### src/rtl/powlib_ipmemtest.sv
// powlib_ipmemtest -- memory-test bus master for the RAM slaves behind a crossbar port.
//
// On start it writes T_WORDS pattern words (SEED+i) to T_BASE, then issues read
// requests for the same words, with responses returned to B_BASE+B_BPD*i. It checks each
// response against the expected pattern, then reports done, pass and a saturating
// error count.
//
// Ports:
//   clk, rst (async, active-low), start (pulse, honoured in IDLE/DONE only)
//   busy, done, pass, errcnt[15:0], firsterr[B_AW-1:0]      status
//   wraddr, wrdata, wrvld / wrrdy                           request channel
//   rdaddr, rddata, rdvld / rdrdy                           response channel
//   Packets are {op, be, data} with data at the LSBs.
//
// Optional feature macro: POWLIB_IPMEMTEST_FIRSTERR_EN
//   defined   -> firsterr holds the target address of the first mismatch of a run
//   undefined -> firsterr is tied to zero
//
// B_BPD must be a power of two (word index is derived by shifting).

`ifndef POWLIB_OPW
`define POWLIB_OPW 2
`endif

module powlib_ipmemtest #(
   parameter string           ID      = "MEMTEST",
   parameter int              EAR     = 0,
   parameter int              EDBG    = 0,
   parameter int              B_BPD   = 4,
   parameter int              B_AW    = 32,
   parameter int              B_OPW   = `POWLIB_OPW,
   parameter int              OP_WR   = 0,
   parameter int              OP_RD   = 1,
   parameter logic [B_AW-1:0] B_BASE  = 32'h50030000,
   parameter logic [B_AW-1:0] T_BASE  = 32'h50010000,
   parameter int              T_WORDS = 64,
   parameter logic [31:0]     SEED    = 32'hA5A50000,
   parameter int              MAX_OUT = 4,
   localparam int             B_DW    = 8*B_BPD,
   localparam int             B_PW    = B_DW+B_BPD+B_OPW
) (
   input  logic            clk,
   input  logic            rst,
   input  logic            start,
   output logic            busy,
   output logic            done,
   output logic            pass,
   output logic [15:0]     errcnt,
   output logic [B_AW-1:0] firsterr,
   output logic [B_AW-1:0] wraddr,
   output logic [B_PW-1:0] wrdata,
   output logic            wrvld,
   input  logic            wrrdy,
   input  logic [B_AW-1:0] rdaddr,
   input  logic [B_PW-1:0] rddata,
   input  logic            rdvld,
   output logic            rdrdy
);

   localparam int BSH = $clog2(B_BPD);
   localparam int IW  = 17;
   localparam logic [IW-1:0] LAST = IW'(T_WORDS-1);

   typedef enum logic [2:0] {S_IDLE, S_WRITE, S_READ, S_WAIT, S_DONE} state_t;

   function automatic logic [B_AW-1:0] word_addr(input logic [B_AW-1:0] base, input logic [IW-1:0] i);
      return base + (B_AW'(i) << BSH);
   endfunction

   function automatic logic [B_DW-1:0] pattern(input logic [B_AW-1:0] i);
      return B_DW'(SEED) + B_DW'(i);
   endfunction

   function automatic logic [B_PW-1:0] make_pkt(input int op, input logic [B_DW-1:0] data);
      return {B_OPW'(op), {B_BPD{1'b1}}, data};
   endfunction

   state_t          state_r;
   logic [IW-1:0]   idx_r;
   logic [3:0]      outst_r;
   logic            req_vld_r;
   logic [B_AW-1:0] req_addr_r;
   logic [B_PW-1:0] req_data_r;
   logic            rdrdy_r, busy_r, done_r;
   logic [15:0]     errcnt_r;

   logic            req_rdy_s, acc_req_s, acc_rd_s, acc_rsp_s, dec_s, can_issue_s, start_ok_s;
   logic [3:0]      outst_next_s;
   logic [IW-1:0]   nxt_idx_s;
   logic            chk_vld_s, chk_pend_s, bad_s;
   logic [B_AW-1:0] chk_addr_s, j_s;
   logic [B_DW-1:0] chk_word_s;

   assign acc_req_s    = req_vld_r && req_rdy_s;
   assign acc_rd_s     = acc_req_s && (state_r == S_READ);
   assign acc_rsp_s    = rdvld && rdrdy_r;
   // a stray response with nothing outstanding is still checked but must not underflow the count
   assign dec_s        = acc_rsp_s && (outst_r != 4'd0);
   assign outst_next_s = outst_r + {3'b000, acc_rd_s} - {3'b000, dec_s};
   assign can_issue_s  = outst_next_s < 4'(MAX_OUT);
   assign start_ok_s   = start && ((state_r == S_IDLE) || (state_r == S_DONE));
   assign nxt_idx_s    = idx_r + 17'd1;

   // Main sequencer: write phase, read phase with outstanding limit, drain, done.
   always_ff @(posedge clk or negedge rst) begin
      if (!rst) begin
         state_r    <= S_IDLE;
         idx_r      <= '0;
         outst_r    <= 4'd0;
         req_vld_r  <= 1'b0;
         req_addr_r <= '0;
         req_data_r <= '0;
         rdrdy_r    <= 1'b0;
         busy_r     <= 1'b0;
         done_r     <= 1'b0;
      end else begin
         outst_r <= outst_next_s;
         case (state_r)
            S_IDLE, S_DONE: begin
               if (start) begin
                  state_r    <= S_WRITE;
                  idx_r      <= '0;
                  req_vld_r  <= 1'b1;
                  req_addr_r <= word_addr(T_BASE, '0);
                  req_data_r <= make_pkt(OP_WR, pattern('0));
                  busy_r     <= 1'b1;
                  done_r     <= 1'b0;
               end
            end
            S_WRITE: begin
               if (acc_req_s) begin
                  if (idx_r == LAST) begin
                     // nothing is outstanding yet, so the first read can go out at once
                     state_r    <= S_READ;
                     idx_r      <= '0;
                     req_addr_r <= word_addr(T_BASE, '0);
                     req_data_r <= make_pkt(OP_RD, B_DW'(word_addr(B_BASE, '0)));
                     rdrdy_r    <= 1'b1;
                  end else begin
                     idx_r      <= nxt_idx_s;
                     req_addr_r <= word_addr(T_BASE, nxt_idx_s);
                     req_data_r <= make_pkt(OP_WR, pattern(B_AW'(nxt_idx_s)));
                  end
               end
            end
            S_READ: begin
               if (acc_req_s) begin
                  if (idx_r == LAST) begin
                     state_r   <= S_WAIT;
                     req_vld_r <= 1'b0;
                  end else begin
                     idx_r      <= nxt_idx_s;
                     req_addr_r <= word_addr(T_BASE, nxt_idx_s);
                     req_data_r <= make_pkt(OP_RD, B_DW'(word_addr(B_BASE, nxt_idx_s)));
                     req_vld_r  <= can_issue_s;
                  end
               end else if (!req_vld_r) begin
                  // a raised request is never withdrawn; only an idle one waits for credit
                  req_vld_r <= can_issue_s;
               end
            end
            S_WAIT: begin
               if ((outst_r == 4'd0) && !chk_pend_s) begin
                  state_r <= S_DONE;
                  rdrdy_r <= 1'b0;
                  busy_r  <= 1'b0;
                  done_r  <= 1'b1;
               end
            end
            default: state_r <= S_IDLE;
         endcase
      end
   end

   generate
      if (EAR == 0) begin : g_req_direct
         assign wrvld     = req_vld_r;
         assign wraddr    = req_addr_r;
         assign wrdata    = req_data_r;
         assign req_rdy_s = wrrdy;

         assign chk_vld_s  = acc_rsp_s;
         assign chk_addr_s = rdaddr;
         assign chk_word_s = rddata[B_DW-1:0];
         assign chk_pend_s = 1'b0;
      end else begin : g_req_reg
         logic            ovld_r;
         logic [B_AW-1:0] oaddr_r;
         logic [B_PW-1:0] odata_r;
         logic            cvld_r;
         logic [B_AW-1:0] caddr_r;
         logic [B_DW-1:0] cword_r;

         // Output slice: reloads only when empty or draining, so a held request stays stable.
         assign req_rdy_s = !ovld_r || wrrdy;

         // Request register stage.
         always_ff @(posedge clk or negedge rst) begin
            if (!rst) begin
               ovld_r  <= 1'b0;
               oaddr_r <= '0;
               odata_r <= '0;
            end else if (req_rdy_s) begin
               ovld_r  <= req_vld_r;
               oaddr_r <= req_addr_r;
               odata_r <= req_data_r;
            end else begin
               ovld_r  <= ovld_r;
            end
         end

         // Response register stage; the check runs one cycle after acceptance.
         always_ff @(posedge clk or negedge rst) begin
            if (!rst) begin
               cvld_r  <= 1'b0;
               caddr_r <= '0;
               cword_r <= '0;
            end else begin
               cvld_r <= acc_rsp_s;
               if (acc_rsp_s) begin
                  caddr_r <= rdaddr;
                  cword_r <= rddata[B_DW-1:0];
               end else begin
                  caddr_r <= caddr_r;
               end
            end
         end

         assign wrvld      = ovld_r;
         assign wraddr     = oaddr_r;
         assign wrdata     = odata_r;
         assign chk_vld_s  = cvld_r;
         assign chk_addr_s = caddr_r;
         assign chk_word_s = cword_r;
         assign chk_pend_s = cvld_r;
      end
   endgenerate

   // Response index; an address below B_BASE wraps to a huge index and counts as out of range.
   assign j_s   = (chk_addr_s - B_BASE) >> BSH;
   assign bad_s = chk_vld_s && ((j_s >= B_AW'(T_WORDS)) || (chk_word_s != pattern(j_s)));

   // Saturating mismatch counter, cleared by an accepted start.
   always_ff @(posedge clk or negedge rst) begin
      if (!rst) begin
         errcnt_r <= 16'd0;
      end else if (start_ok_s) begin
         errcnt_r <= 16'd0;
      end else if (bad_s && (errcnt_r != 16'hFFFF)) begin
         errcnt_r <= errcnt_r + 16'd1;
      end else begin
         errcnt_r <= errcnt_r;
      end
   end

`ifdef POWLIB_IPMEMTEST_FIRSTERR_EN
   logic [B_AW-1:0] firsterr_r;
   // Capture the target address of the first mismatch of the run.
   always_ff @(posedge clk or negedge rst) begin
      if (!rst) begin
         firsterr_r <= '0;
      end else if (start_ok_s) begin
         firsterr_r <= '0;
      end else if (bad_s && (errcnt_r == 16'd0)) begin
         firsterr_r <= T_BASE + (j_s << BSH);
      end else begin
         firsterr_r <= firsterr_r;
      end
   end
   assign firsterr = firsterr_r;
`else
   assign firsterr = '0;
`endif

   // Opcode and byte-enable fields of responses carry no information for the check.
   logic unused_rsp_fields;
   assign unused_rsp_fields = ^rddata[B_PW-1:B_DW];

   assign busy   = busy_r;
   assign done   = done_r;
   assign pass   = done_r && (errcnt_r == 16'd0);
   assign errcnt = errcnt_r;
   assign rdrdy  = rdrdy_r;

endmodule

### config.mk
export PLATFORM = sky130hd
export DESIGN_NAME = powlib_ipmemtest
export DESIGN_NICKNAME = d
export VERILOG_FILES = /design/src/rtl/powlib_ipmemtest.sv
export SDC_FILE = /design/constraint.sdc
export NUM_CORES = 1
export LEC_CHECK = 0
export ABC_CLOCK_PERIOD_IN_PS = 3360
export CAP_MARGIN = 20
export CORE_ASPECT_RATIO = 0.6
export CORE_MARGIN = 8
export CORE_UTILIZATION = 50
export DETAILED_ROUTE_END_ITERATION = 6
export DONT_BUFFER_PORTS = 1
export PLACE_DENSITY = 0.68
export SLEW_MARGIN = 40
export SYNTH_ARGS = -nofsm -noshare
export SYNTH_HDL_FRONTEND = slang
export SYNTH_SLANG_ARGS = --single-unit
### constraint.sdc
create_clock -name clk -period 3.36 [get_ports clk]
set_clock_uncertainty 0.15 [all_clocks]
set_input_delay 0.336 -clock clk [delete_from_list [all_inputs] [get_ports clk]]
set_output_delay 0.336 -clock clk [all_outputs]
set_load 0.02 [all_outputs]
== After elaboration in Yosys (flattened, before gate mapping) ==
Index checks and enable logic that the tools add are counted.

* Flip-flop bits (word level): 114
* Word-level logic and storage cells: 100
* Memories: 0
* Output and inout bits: 123
* Bits in writable memories: 0
* ROM bits: 0
* Bits in latches: 0

* Muxes and demuxes: 40
* Magnitude comparators: 2
* Add/subtract/negate cells: 9
* Reductions and logical operators: 25
* Shifts and indexed selects: 0
* Div/mod/pow operators: 0
* Multiply operators: 0
* Eq/ne operators: 14
* Bitwise gates (word level): 0

{| class="wikitable"
|+ Operators by type and width
! cell !! number
|-
| two-way mux 32 bit || 5
|-
| two-way mux 38 bit || 4
|-
| one-hot mux 38 bit (3 select lines) || 1
|-
| one-hot mux 32 bit (3 select lines) || 1
|-
| two-way mux 17 bit || 5
|-
| adder 31 x 19 -> 32 bit, first input constant || 2
|-
| one-hot mux 17 bit (3 select lines) || 1
|-
| two-way mux 37 bit || 1
|-
| adder 32 x 17 -> 32 bit, first input constant || 1
|-
| adder 32 x 30 -> 32 bit, first input constant || 1
|-
| two-way mux 16 bit || 2
|-
| inequality test 32 bit || 1
|-
| subtractor 32 x 31 -> 32 bit, second input constant || 1
|-
| greater-or-equal comparator 30 x 7 -> 1 bit, second input constant || 1
|-
| two-way mux 3 bit || 6
|-
| adder 17 x 1 -> 17 bit, second input constant || 1
|-
| == test 17 x 6 -> 1 bit, second input constant || 1
|-
| adder 16 x 1 -> 16 bit, second input constant || 1
|-
| zero test 16 bit || 1
|-
| inequality test 16 bit, second input constant || 1
|-
| inequality test 2 bit, second input constant || 6
|-
| one-hot mux 3 bit (4 select lines) || 1
|-
| two-way mux 1 bit || 9
|-
| logical AND 1 bit || 8
|-
| 20 further kinds || 28
|}

== Depth between registers and ports, before layout ==
* Depth in word-level cells: 8
* Gate-level depth with buffers: 18

== Worst setup path after synthesis ==
No wires, ideal clock.

* Path kind: in2reg
* From: input rdaddr[16]
* To: register errcnt_r[1], in the netlist errcnt[1]
* Setup time: 0.074 ns
* Cell stages on the path: 17
* Buffers on the path: 5
* Setup slack: -0.556 ns
* Arrival: 3.692 ns
* Cells stage by stage: ha_1 > clkbuf_1 > buf_2 > xnor2_1 > ha_1 > xor2_1 > nor4_1 > nand4_1 > or4_1 > or4_1 > nor4_2 > and4b_1 > buf_4 > buf_6 > buf_6 > o21ai_1 > a21oi_2

* Word-level cells in the longest chain between the ends: 7
* Elaborated cells between the ends (all ways): 8
* Those cells by class: 2 x add/sub; 1 x order compare; 1 x eq/ne; 4 x reduce/logical

{| class="wikitable"
|+ RTL lines
! element !! line !! source
|-
| from (decl) || 54 || <nowiki>input logic [B_AW-1:0] rdaddr,</nowiki>
|-
| subtractor 32 x 31 -> 32 bit * || 240 || <nowiki>assign j_s = (chk_addr_s - B_BASE) >> BSH;</nowiki>
|-
| adder 32 x 30 -> 32 bit || 71 || <nowiki>return B_DW'(SEED) + B_DW'(i);</nowiki>
|-
| inequality test 32 bit || 241 || <nowiki>assign bad_s = chk_vld_s && ((j_s >= B_AW'(T_WORDS)) || (chk_word_s != pattern(j_s)));</nowiki>
|-
| logical OR 1 bit * || 241 ||
|-
| logical AND 1 bit * || 241 ||
|-
| logical AND 1 bit * || 249 || <nowiki>end else if (bad_s && (errcnt_r != 16'hFFFF)) begin</nowiki>
|-
| nonzero test 2 bit (no source line) * || -- ||
|-
| to (signal assigned) || 250 || <nowiki>errcnt_r <= errcnt_r + 16'd1;</nowiki>
|-
| to (signal assigned) || 252 || <nowiki>errcnt_r <= errcnt_r;</nowiki>
|-
| to (decl) || 85 || <nowiki>logic [15:0] errcnt_r;</nowiki>
|}

Every way passes the cells marked *; elsewhere a longest branch is shown, timed or not.
A chain may end at the register's enable or synchronous reset.

== Worst setup path after layout ==
* From: input rdaddr[17]
* To: register errcnt_r[15], in the netlist errcnt[15]

The elaborated chain is that of the path after synthesis.

==> flow_summary_export.csv <==
group,metric,value,unit
synthesis,yosysMostFrequentCell,"buf_4",
detailed_routing,drt-initial-drc-count,465,
detailed_routing,post_drt_via_cell_ratio,5.92,
synthesis,ys_types,70,
floorplan,num_io_pins,198,
floorplan,initial_core_util,50.7,%
clock_network,cts_tree,"yes",
sta,drv_slew,0,
synthesis,seq_area_frac_synth,29.4,%
detailed_routing,vias,5401,
synthesis,synth_area_per_cell,8.09,µm²
floorplan,die_area,0.0160,mm²
detailed_routing,drcViolationCount,0,
sta,grt_setup_unrepaired,"true",
run,cap_violations,0,
final_layout,final_cells,912,
detailed_routing,wl,17700,µm
critical_path,end_kind,"flip-flop",
synthesis,syn-cell-area,0.00604,mm²
final_layout,final_cell_area,0.00660,mm²
floorplan,core,0.0119,mm²
detailed_routing,first_pass_iters,5,
clock_network,clkTransAtPathRegs,0.06,ns
placed_design,port_buffers,0,
synthesis,ys_top_cells_by_area,"dfrtp_1 29%, buf_4 9.4%, xnor2_1 5.5%",
clock_network,clk_latency,0.34,ns
sta,setup-tns-final,0,ns
sta,max_freq,0.311,GHz
synthesis,synth_ff_type,"dfrtp_1",
sta,final-setup-viol-count,0,
sta,hold_violations,0,
grt,grt_pass1_wl,28000,µm
synthesis,synth_common_cells,"76 x buf_4, 71 x dfrtp_1, 67 x nand2_1",
clock_network,cts_root_buf,"clkbuf_16",
detailed_routing,wl_per_cell,19.4,µm
placed_design,placed_cell_area,0.00620,mm²
sta,maxSlewHeadroom,47.7,%
detailed_routing,ant_nets,0,
outcome,outcome,"completed",
final_layout,area_growth,9.37,%
sta,worstMarginPinSlew,0.781,ns
clock_network,cts-htree-levels,3,
synthesis,async_flop_share,100,%
final_layout,num_antenna_cells,0,
synthesis,synth_seq_cells,71,
synthesis,synth_largest_area_cell,"dfrtp_1",
placed_design,hpwl,13300,µm
synthesis,synth_top_area_share,29.4,%
critical_path,critPathMaxFanout,28,
synthesis,yosys_warnings,0,
final_layout,finalNetCount,832,
floorplan,die_x,158,µm
grt,grt_max_degree,72,
pwr,vdd_drop_max,0.232,mV
synthesis,synth_edf_count,0,
sta,finalCriticalPeriod,3.21,ns
pwr,p_leak,0.00280,µW
clock_network,numCtsBuffers,9,
placed_design,gp_congestion,0.886,
placed_design,place_inst,893,
final_layout,drive_above_1_share,13.8,%
floorplan,std_cell_rows,31,
clock_network,clkSinkCount,71,
clock_network,clockBufferDepth,2,
grt,grt.total_usage,22.1,%
pwr,p_per_area,387,mW/mm²
floorplan,dieHeight,101,µm
sta,post-route-period-util,95.6,%
critical_path,critical_path_arrival,3.33,ns
critical_path,critPathKind,"in2reg",
critical_path,critPathRequiredTime,3.47,ns
hold_path,hp-class,"in2reg",
grt,grt_pass1_vias,5173,
grt,antenna_found_initial,0,
grt,overflow,0,
synthesis,syn_inst,746,
critical_path,worstSetupStartpointType,"input pin",
metrics by stage:
stage | setup slack, ns | utilization [%] | total power [µW] | hold slack (ns)
final | 0.147 | 55.5 | 2550 | 0.0460
after global routing | -0.0191 | 55.5 | 2690 | 0.0671
after CTS | 0.0513 | 54.8 | 2560 | 0.0379
after detailed placement | -0.298 | 52.1 | 1580 | -0.107
after global placement | -0.253 | 52.1 | 1570 | -0.108
after floorplan | -0.294 | - | 1530 | -0.110
path summary, 6_finish.rpt:
path                            start          to  slack, ns  cells past startpoint
max in group asynchronous         rst  wrdata[31]       2.29                      2
min in group asynchronous         rst    idx_r[7]       0.47                      2
hold / removal                  start  state_r[2]       0.05                      3
setup reg to reg             idx_r[0]  wraddr[19]       0.20                     10
setup / recovery           rdaddr[17]  errcnt[15]       0.15                     12
hold reg to reg            outst_r[0]  outst_r[0]       0.36                      1
power by group:
| group | switching (µW) | internal (µW) | leakage [µW] |
|---|---|---|---|
| registers | 130 | 922 | 0.000906 |
| clock network | 373 | 580 | 0.000137 |
| logic | 324 | 226 | 0.00176 |
| total | 827 | 1730 | 0.00280 |
flip-flops by register name, indices dropped and copies added (netlist names):
name / count
wrdata: 22
busy: 1
rdrdy: 1
wraddr: 5
done: 1
outst_r: 4
state_r: 3
errcnt: 16
idx_r: 17
wrvld: 1
layout by cell type (no fill, tap or decap), drive strengths merged, types with 5 or more instances in the layout:
cell type  netlist  routed
inv             19      20
nor4            16      16
xor2            22      22
o21a             7       7
and3            15      15
xnor2           38      38
or3              8       8
nor2            52      52
nand4            9       9
conb             1      49
o211ai           8       8
o221ai           5       5
nor3            17      17
buf             83      60
a31oi           11      11
a221oi           6       6
nand2           67      67
clkbuf          41      12
o22ai            5       5
o21ai           43      43
o31ai           12      12
dfrtp           71      71
nand3           29      29
or4             16      16
nand2b           9       9
ha              14      14
a21oi           50      50
worst max-delay path, cell delays in order:
cell	delay, ns
a2111o_1	0.49
buf_4	0.19
or4_1	0.40
xnor3_1	0.27
nor3_1	0.06
a2bb2oi_1	0.15
or4_1	0.54
nor4_2	0.18
and4b_1	0.28
buf_12	0.17
o31ai_1	0.08
a21oi_1	0.15
routing by layer:
layer	routed length, µm	global-route usage (%)
met4	167	4.80
met1	8270	31.5
met2	7480	31.7
met5	0	0
met3	1780	6.98
layout make-up:
class / instances / area (µm²)
clock buffer: 12 / 236
clock inverter: 4 / 55.1
sequential: 71 / 1780
fill: 1085 / 5300
tap: 165 / 206
multi-input combinational: 580 / 3750
inverter: 19 / 71.3
timing repair buffer: 61 / 505
what timing repair did:
action                                  4_1_cts  5_1_grt
hold buffers                                  2        0
gates resized for setup                       0       11
setup buffers                                 0        1
hold endpoints to repair                     71        0
endpoints found under the setup margin        0       17
cells by family (layout without fill, tap and decap cells):
group	Yosys count	count (layout)	synth area share (%)
DFF	71	71	29.4
adders and majority gates	15	15	3.23
buffers and inverters	143	96	14.0
AOI/OAI and AO/OA	189	189	20.7
other	1	49	0.0621
xor gates and xnor gates	63	63	9.82
and+or+nand+nor	262	262	22.5
muxes	2	2	0.332
No activity file was read; power rests on OpenSTA's default activity.
